File: config.mk
export PLATFORM = sky130hd
export DESIGN_NAME = ising_job_ctrl
export DESIGN_NICKNAME = d
export VERILOG_FILES = /design/src/rtl/ising_job_ctrl.sv
export SDC_FILE = /design/constraint.sdc
export NUM_CORES = 1
export LEC_CHECK = 0
export BUFFER_PORTS_ARGS = -buffer_cell sky130_fd_sc_hd__buf_2
export CORE_ASPECT_RATIO = 0.9
export CORE_MARGIN = 5
export CORE_UTILIZATION = 54
export DETAILED_ROUTE_END_ITERATION = 8
export HOLD_SLACK_MARGIN = 0.02
export PLACE_DENSITY = 0.82
export REMOVE_ABC_BUFFERS = 1
export SLEW_MARGIN = 10
export SYNTH_ARGS = -nofsm -noshare
export SYNTH_HDL_FRONTEND = slang
export SYNTH_SLANG_ARGS = --single-unit
export TNS_END_PERCENT = 50
File: constraint.sdc
create_clock -name clk -period 6.2 [get_ports clk]
set_input_delay 1.24 -clock clk [delete_from_list [all_inputs] [get_ports clk]]
set_output_delay 1.24 -clock clk [all_outputs]
set_load 0.05 [all_outputs]
File: src/rtl/ising_job_ctrl.sv
// Job sequencer upstream of ising_axi: programs counters, clears and loads weights,
// runs the array for a fixed time, then reads every spin phase back into a vector.
//
// state     | meaning
// ----------+-------------------------------------------------
// S_IDLE    | waiting for start
// S_CFG_CUT | counter cutoff write on the bus
// S_CFG_MAX | counter max write on the bus
// S_CLEAR   | walking the weight table with the uncoupled code
// S_EDGE    | accepting sparse edges, one write per handshake
// S_GO      | last edge done; START write issued on exit
// S_RUN     | anneal down-counter running
// S_READ    | reading phases, RD_LAT+1 cycles per spin
// S_FIN     | done pulse, back to idle
module ising_job_ctrl #(
    parameter int                     N                = 6,
    parameter int                     NUM_WEIGHTS      = 3,
    parameter logic [NUM_WEIGHTS-1:0] ZERO_WEIGHT      = NUM_WEIGHTS'(2),
    parameter int                     RD_LAT           = 1,
    parameter int                     IW               = $clog2(N),
    parameter logic [31:0]            CTR_CUTOFF_ADDR  = 32'h0000_0010,
    parameter logic [31:0]            CTR_MAX_ADDR     = 32'h0000_0020,
    parameter logic [31:0]            START_ADDR       = 32'h0000_0030,
    parameter logic [31:0]            WEIGHT_ADDR_BASE = 32'h0000_1000,
    parameter logic [31:0]            PHASE_ADDR_BASE  = 32'h0000_2000
) (
    input  logic                   clk,
    input  logic                   rst,
    input  logic                   start,
    input  logic [31:0]            ctr_cutoff,
    input  logic [31:0]            ctr_max,
    input  logic [31:0]            run_cycles,
    input  logic                   edge_valid,
    output logic                   edge_ready,
    input  logic [IW-1:0]          edge_i,
    input  logic [IW-1:0]          edge_j,
    input  logic [NUM_WEIGHTS-1:0] edge_w,
    input  logic                   edge_last,
    output logic                   wr_valid,
    output logic [31:0]            wr_addr,
    output logic [31:0]            wdata,
    output logic [31:0]            araddr,
    input  logic [31:0]            rdata,
    output logic                   busy,
    output logic                   done,
    output logic [N-1:0]           phases,
    output logic                   err
);
    localparam int P    = N * (N - 1) / 2;
    localparam int IDXW = $clog2(P) + 1;
    localparam int RW   = $clog2(RD_LAT + 1);

    typedef enum logic [3:0] {
        S_IDLE, S_CFG_CUT, S_CFG_MAX, S_CLEAR, S_EDGE, S_GO, S_RUN, S_READ, S_FIN
    } state_t;

    state_t           state_q, state_d;
    logic [IDXW-1:0]  clr_q, clr_d;
    logic [31:0]      max_q, max_d, run_q, run_d, cnt_q, cnt_d;
    logic [IW-1:0]    k_q, k_d;
    logic [RW-1:0]    sub_q, sub_d;
    logic             wr_valid_d, busy_d, done_d, err_d;
    logic [31:0]      wr_addr_d, wdata_d, araddr_d;
    logic [N-1:0]     phases_d;
    logic [IDXW-1:0]  row_base, edge_idx;
    logic             edge_legal, edge_hs;
    logic             rdata_unused;

    function automatic logic [31:0] weight_addr(input logic [IDXW-1:0] idx);
        return WEIGHT_ADDR_BASE + (32'(idx) << 5);
    endfunction

    function automatic logic [31:0] phase_addr(input logic [IW-1:0] k);
        return PHASE_ADDR_BASE + (32'(k) << 5);
    endfunction

    assign rdata_unused = ^rdata[31:1];
    assign edge_ready   = (state_q == S_EDGE);
    assign edge_hs      = edge_valid && edge_ready;
    assign edge_legal   = (edge_i < edge_j) && (32'(edge_j) < 32'(N));

    // Row base = sum of the row lengths above row i; avoids a multiplier.
    always_comb begin
        row_base = '0;
        for (int r = 0; r < N - 1; r++)
            if (IW'(r) < edge_i) row_base = row_base + IDXW'(N - 1 - r);
    end
    assign edge_idx = row_base + IDXW'(edge_j) - IDXW'(edge_i) - IDXW'(1);

    always_comb begin
        state_d    = state_q;
        clr_d      = clr_q;
        max_d      = max_q;
        run_d      = run_q;
        cnt_d      = cnt_q;
        k_d        = k_q;
        sub_d      = sub_q;
        wr_valid_d = 1'b0;
        wr_addr_d  = wr_addr;
        wdata_d    = wdata;
        araddr_d   = araddr;
        busy_d     = busy;
        done_d     = 1'b0;
        err_d      = err;
        phases_d   = phases;
        case (state_q)
            S_IDLE: if (start) begin
                max_d      = ctr_max;
                run_d      = run_cycles;
                err_d      = 1'b0;
                phases_d   = '0;
                busy_d     = 1'b1;
                wr_valid_d = 1'b1;
                wr_addr_d  = CTR_CUTOFF_ADDR;
                wdata_d    = ctr_cutoff;
                state_d    = S_CFG_CUT;
            end
            S_CFG_CUT: begin
                wr_valid_d = 1'b1;
                wr_addr_d  = CTR_MAX_ADDR;
                wdata_d    = max_q;
                state_d    = S_CFG_MAX;
            end
            S_CFG_MAX: begin
                clr_d      = '0;
                wr_valid_d = 1'b1;
                wr_addr_d  = weight_addr('0);
                wdata_d    = 32'(ZERO_WEIGHT);
                state_d    = S_CLEAR;
            end
            S_CLEAR: begin
                if (clr_q == IDXW'(P - 1)) begin
                    state_d = S_EDGE;
                end else begin
                    clr_d      = clr_q + IDXW'(1);
                    wr_valid_d = 1'b1;
                    wr_addr_d  = weight_addr(clr_q + IDXW'(1));
                    wdata_d    = 32'(ZERO_WEIGHT);
                end
            end
            S_EDGE: if (edge_hs) begin
                if (edge_legal) begin
                    wr_valid_d = 1'b1;
                    wr_addr_d  = weight_addr(edge_idx);
                    wdata_d    = 32'(edge_w);
                end else begin
                    err_d = 1'b1;
                end
                if (edge_last) state_d = S_GO;
            end
            S_GO: begin
                wr_valid_d = 1'b1;
                wr_addr_d  = START_ADDR;
                wdata_d    = 32'd1;
                if (run_q == 32'd0) begin
                    araddr_d = phase_addr('0);
                    k_d      = '0;
                    sub_d    = RW'(RD_LAT);
                    state_d  = S_READ;
                end else begin
                    cnt_d   = run_q - 32'd1;
                    state_d = S_RUN;
                end
            end
            S_RUN: begin
                if (cnt_q == 32'd0) begin
                    araddr_d = phase_addr('0);
                    k_d      = '0;
                    sub_d    = RW'(RD_LAT);
                    state_d  = S_READ;
                end else begin
                    cnt_d = cnt_q - 32'd1;
                end
            end
            S_READ: begin
                if (sub_q == '0) begin
                    phases_d[k_q] = rdata[0];
                    if (k_q == IW'(N - 1)) begin
                        done_d  = 1'b1;
                        busy_d  = 1'b0;
                        state_d = S_FIN;
                    end else begin
                        k_d      = k_q + IW'(1);
                        araddr_d = phase_addr(k_q + IW'(1));
                        sub_d    = RW'(RD_LAT);
                    end
                end else begin
                    sub_d = sub_q - RW'(1);
                end
            end
            S_FIN:   state_d = S_IDLE;
            default: state_d = S_IDLE;
        endcase
    end

    always_ff @(posedge clk or posedge rst) begin
        if (rst) begin
            state_q  <= S_IDLE;
            clr_q    <= '0;
            max_q    <= '0;
            run_q    <= '0;
            cnt_q    <= '0;
            k_q      <= '0;
            sub_q    <= '0;
            wr_valid <= 1'b0;
            wr_addr  <= '0;
            wdata    <= '0;
            araddr   <= '0;
            busy     <= 1'b0;
            done     <= 1'b0;
            err      <= 1'b0;
            phases   <= '0;
        end else begin
            state_q  <= state_d;
            clr_q    <= clr_d;
            max_q    <= max_d;
            run_q    <= run_d;
            cnt_q    <= cnt_d;
            k_q      <= k_d;
            sub_q    <= sub_d;
            wr_valid <= wr_valid_d;
            wr_addr  <= wr_addr_d;
            wdata    <= wdata_d;
            araddr   <= araddr_d;
            busy     <= busy_d;
            done     <= done_d;
            err      <= err_d;
            phases   <= phases_d;
        end
    end
endmodule

==> flow_metrics.tcl <==
set metrics [dict create \
    maxSlewHeadroom 0.244 \
    cts-root-buf "clkbuf_16" \
    max_clock_freq_mhz 245 \
    cts_resized 0 \
    cts_made_buffers 17 \
    dp.cells 1395 \
    power_frac_seq 0.377 \
    grt_pass1_wl_mm 38.9 \
    required_ns 6.48 \
    cts_setup_buffers 0 \
    place_ws_ns 1.71 \
    crit_type "primary input to register" \
    totalWireLength_mm 23.4 \
    cp-end-kind "register" \
    worstPathCellList "buf_2, or2_2, nor2_1, ha_1, xor2_1, ha_1, o21a_1, nor2_1, a21oi_1, fa_1, inv_1, ha_1, a21o_1, a21oi_1, xnor2_1, xnor2_1, a21oi_1, a21oi_1" \
    worst_path_max_delay_cell "fa_1" \
    hold-path-cell-count 1 \
    clockBufferDepth 2 \
    synth_top_cell_area_share 0.431 \
    r2r_cells 9 \
    synth_most_common_cell "nand2_1" \
    layout-drive-gt1-share 0.200 \
    io_pins 249 \
    antenna_cells 0 \
    peakVddDrop_mv 0.283 \
    vias_per_cell 5.70 \
    crit_top_cell "a21oi_1" \
    grt_max_degree 116 \
    clkTransAtPathRegs_ns 0.07 \
    synthTopCellsByArea "dfrtp_1 (43%), nand2_1 (9.9%), a21oi_1 (5.2%)" \
    report.final.slew_viol_count 0 \
    switching_power_w 0.00190 \
    finClkSkew_ns 0.0134 \
    powerDensity_mw_per_mm2 414 \
    remaining_drc_errors 0 \
    synth_seq_area_share 0.431 \
    tns_ns 0 \
    holdCritStartpoint "araddr[13]" \
    core_area_mm2 0.0168 \
    status "finished clean" \
    seq_area_mm2 0.00398 \
    cts_tree "done" \
    dp_hpwl_mm 15.8 \
    fill_cells 1434 \
    htreeDepth 4 \
    synth_top_area_cell "dfrtp_1" \
    met2WireLength_mm 11.1 \
    rsz0062_at_grt "false" \
    numPortBuffers 164 \
    synth-edff-count 0 \
    netlist_instances 1079 \
    place_area_mm2 0.00992 \
    grt_pass1_vias 7892 \
    ys_warn_count 0 \
    finalHoldViolCount 0 \
    worstHoldPathType "register to register" \
    globalRouteTotalUtil 0.238 \
    synth_flop_cell "dfrtp_1" \
    met1Wirelength_mm 9.89 \
    areaGrowthSynthToFinish_pct 14.2 \
    fp.dieW_um 148 \
    multi_input_area_mm2 0.00470 \
    first_iter_violations 700 \
    syn_area_per_cell_um2 8.55 \
    crit-reg2reg-capture "cnt_q[22]" \
    numClockSinks 159 \
    syn-cell-area_mm2 0.00923 \
    start_util 0.548 \
    maxCapViolations 0 \
    max_stage_delay_ns 0.43 \
    critPathLaunchType "primary input" \
    rows 45 \
    clkLatencyLatePin_ns 0.44 \
    dr_total_vias 8145 \
    worstPathMaxFanout 5 \
    fin_crit_ns 4.08 \
    dieArea_mm2 0.0198 \
    fin_ws_ns 2.12 \
    firstDrtPassIters 6 \
    sw_frac_of_total 0.436 \
    final_cells 1428 \
    tightestPinTransition_ns 1.13 \
    gr-total-overflow 0 \
    routed-wl-met3_mm 2.09 \
    antenna_found_initial 0 \
    combPwrFrac 0.377 \
    r2r-start "state_q[3]" \
    yosys-top-cells-count "nand2_1 (244), dfrtp_1 (159), a21oi_1 (95), nor2_1 (88), buf_4 (55)" \
    yosys.cell_types.count 75 \
    p_int_w 0.00246 \
    synthArstFlopShare 1.00 \
    period_share 0.658 \
    holdPathEnd "araddr[13]" \
    nets 1365 \
    setup_viol 0 \
    p_leak_nw 5.36 \
    die_h_um 134 \
    design_area_mm2 0.0105 \
    maxUsedRoutingLayer "met4" \
    avgRoutedWirePerCell_um 16.4 \
    cp.arrival_ns 4.36 \
    pwr-share-clk 0.246 \
    ctsHoldBuffers 0 \
    gp_congestion 0.924 \
    synth.ff_latch_count 159 \
    r2r_setup_slack_ns 2.33 \
    ant_nets 0 \
]
==> cell type report <==
type,count,area share
Clock buffer,18,0.0417
Clock inverter,14,0.0158
Inverter,25,0.00938
Multi-Input combinational cell,828,0.446
Sequential cell,159,0.378
Tap cell,211,0.0251
Timing Repair Buffer,173,0.0841
==> power groups by stage <==
stage	logic (W)	registers [W]	clock network (W)
global route	0.00183	0.00169	0.00114
finish	0.00165	0.00164	0.00107
global placement	0.00159	0.00164	0
floorplan	0.000947	0.00191	0
detailed placement	0.00165	0.00165	0
CTS	0.00165	0.00164	0.00109
==> through the flow <==
step / hold WS, ns / total power (W) / util
floorplan: 0.440 / 0.00286 / -
global placement: 0.447 / 0.00324 / 0.589
detailed placement: 0.448 / 0.00329 / 0.589
CTS: 0.465 / 0.00438 / 0.625
global route: 0.487 / 0.00466 / 0.626
finish: 0.463 / 0.00436 / 0.626
==> placed cells by master (no fill, tap or decap), types with 16 or more instances in the layout <==
cell type | Yosys | routed
a21oi_1 | 95 | 95
a22oi_1 | 31 | 31
a31oi_1 | 16 | 16
buf_2 | 15 | 165
clkbuf_16 | 0 | 17
conb_1 | 1 | 53
dfrtp_1 | 159 | 159
inv_1 | 25 | 24
mux2i_1 | 17 | 17
nand2_1 | 244 | 243
nand3_1 | 21 | 21
nor2_1 | 88 | 88
o21ai_0 | 37 | 37
o31ai_1 | 17 | 17
==> critical path, delay by kind of cell <==
family / cells / cell delay, ns
buffers and inverters: 2 / 0.23
AOI/OAI and AO/OA: 6 / 0.84
and+or+nand+nor: 3 / 0.49
xor gates and xnor gates: 3 / 0.44
adders and majority gates: 4 / 1.10
==> state kept, by name, indices dropped and copies added, names as in the netlist <==
signal	cells
state_q	4
araddr	2
err	1
done	1
max_q	32
cnt_q	32
wr_valid	1
wr_addr	7
clr_q	5
sub_q	1
k_q	2
busy	1
run_q	32
phases	6
wdata	32
==> layer usage <==
layer / GRT usage / vias up
met3: 0.0858 / 38
li1: - / 3921
met4: 0.0683 / 0
met5: 0 / -
met1: 0.313 / 3874
met2: 0.374 / 312
==> kinds of logic (layout without fill, tap and decap cells) <==
family          after synthesis  count (layout)  share of synthesized area
xor+xnor                     13              13                     0.0123
simple gates                448             448                      0.222
other cells                   1              53                   0.000406
flops                       159             159                      0.431
buf+inv                     144             230                     0.0846
fa+ha+maj                    19              19                     0.0290
compound gates              263             263                      0.183
mux                          32              32                     0.0367
==> worst max-delay path by stage <==
stage	start	endpoint	slack (ns)	depth (start not counted)
floorplan	edge_i[1]	wr_addr[12]	0.22	7
global placement	edge_i[1]	wr_addr[9]	1.83	18
detailed placement	edge_i[1]	wr_addr[9]	1.71	18
CTS	edge_i[1]	wr_addr[9]	2.15	18
global route	edge_i[1]	wr_addr[9]	1.91	18
finish	edge_i[1]	wr_addr[9]	2.12	18
Power figures use the tool's default switching activity.
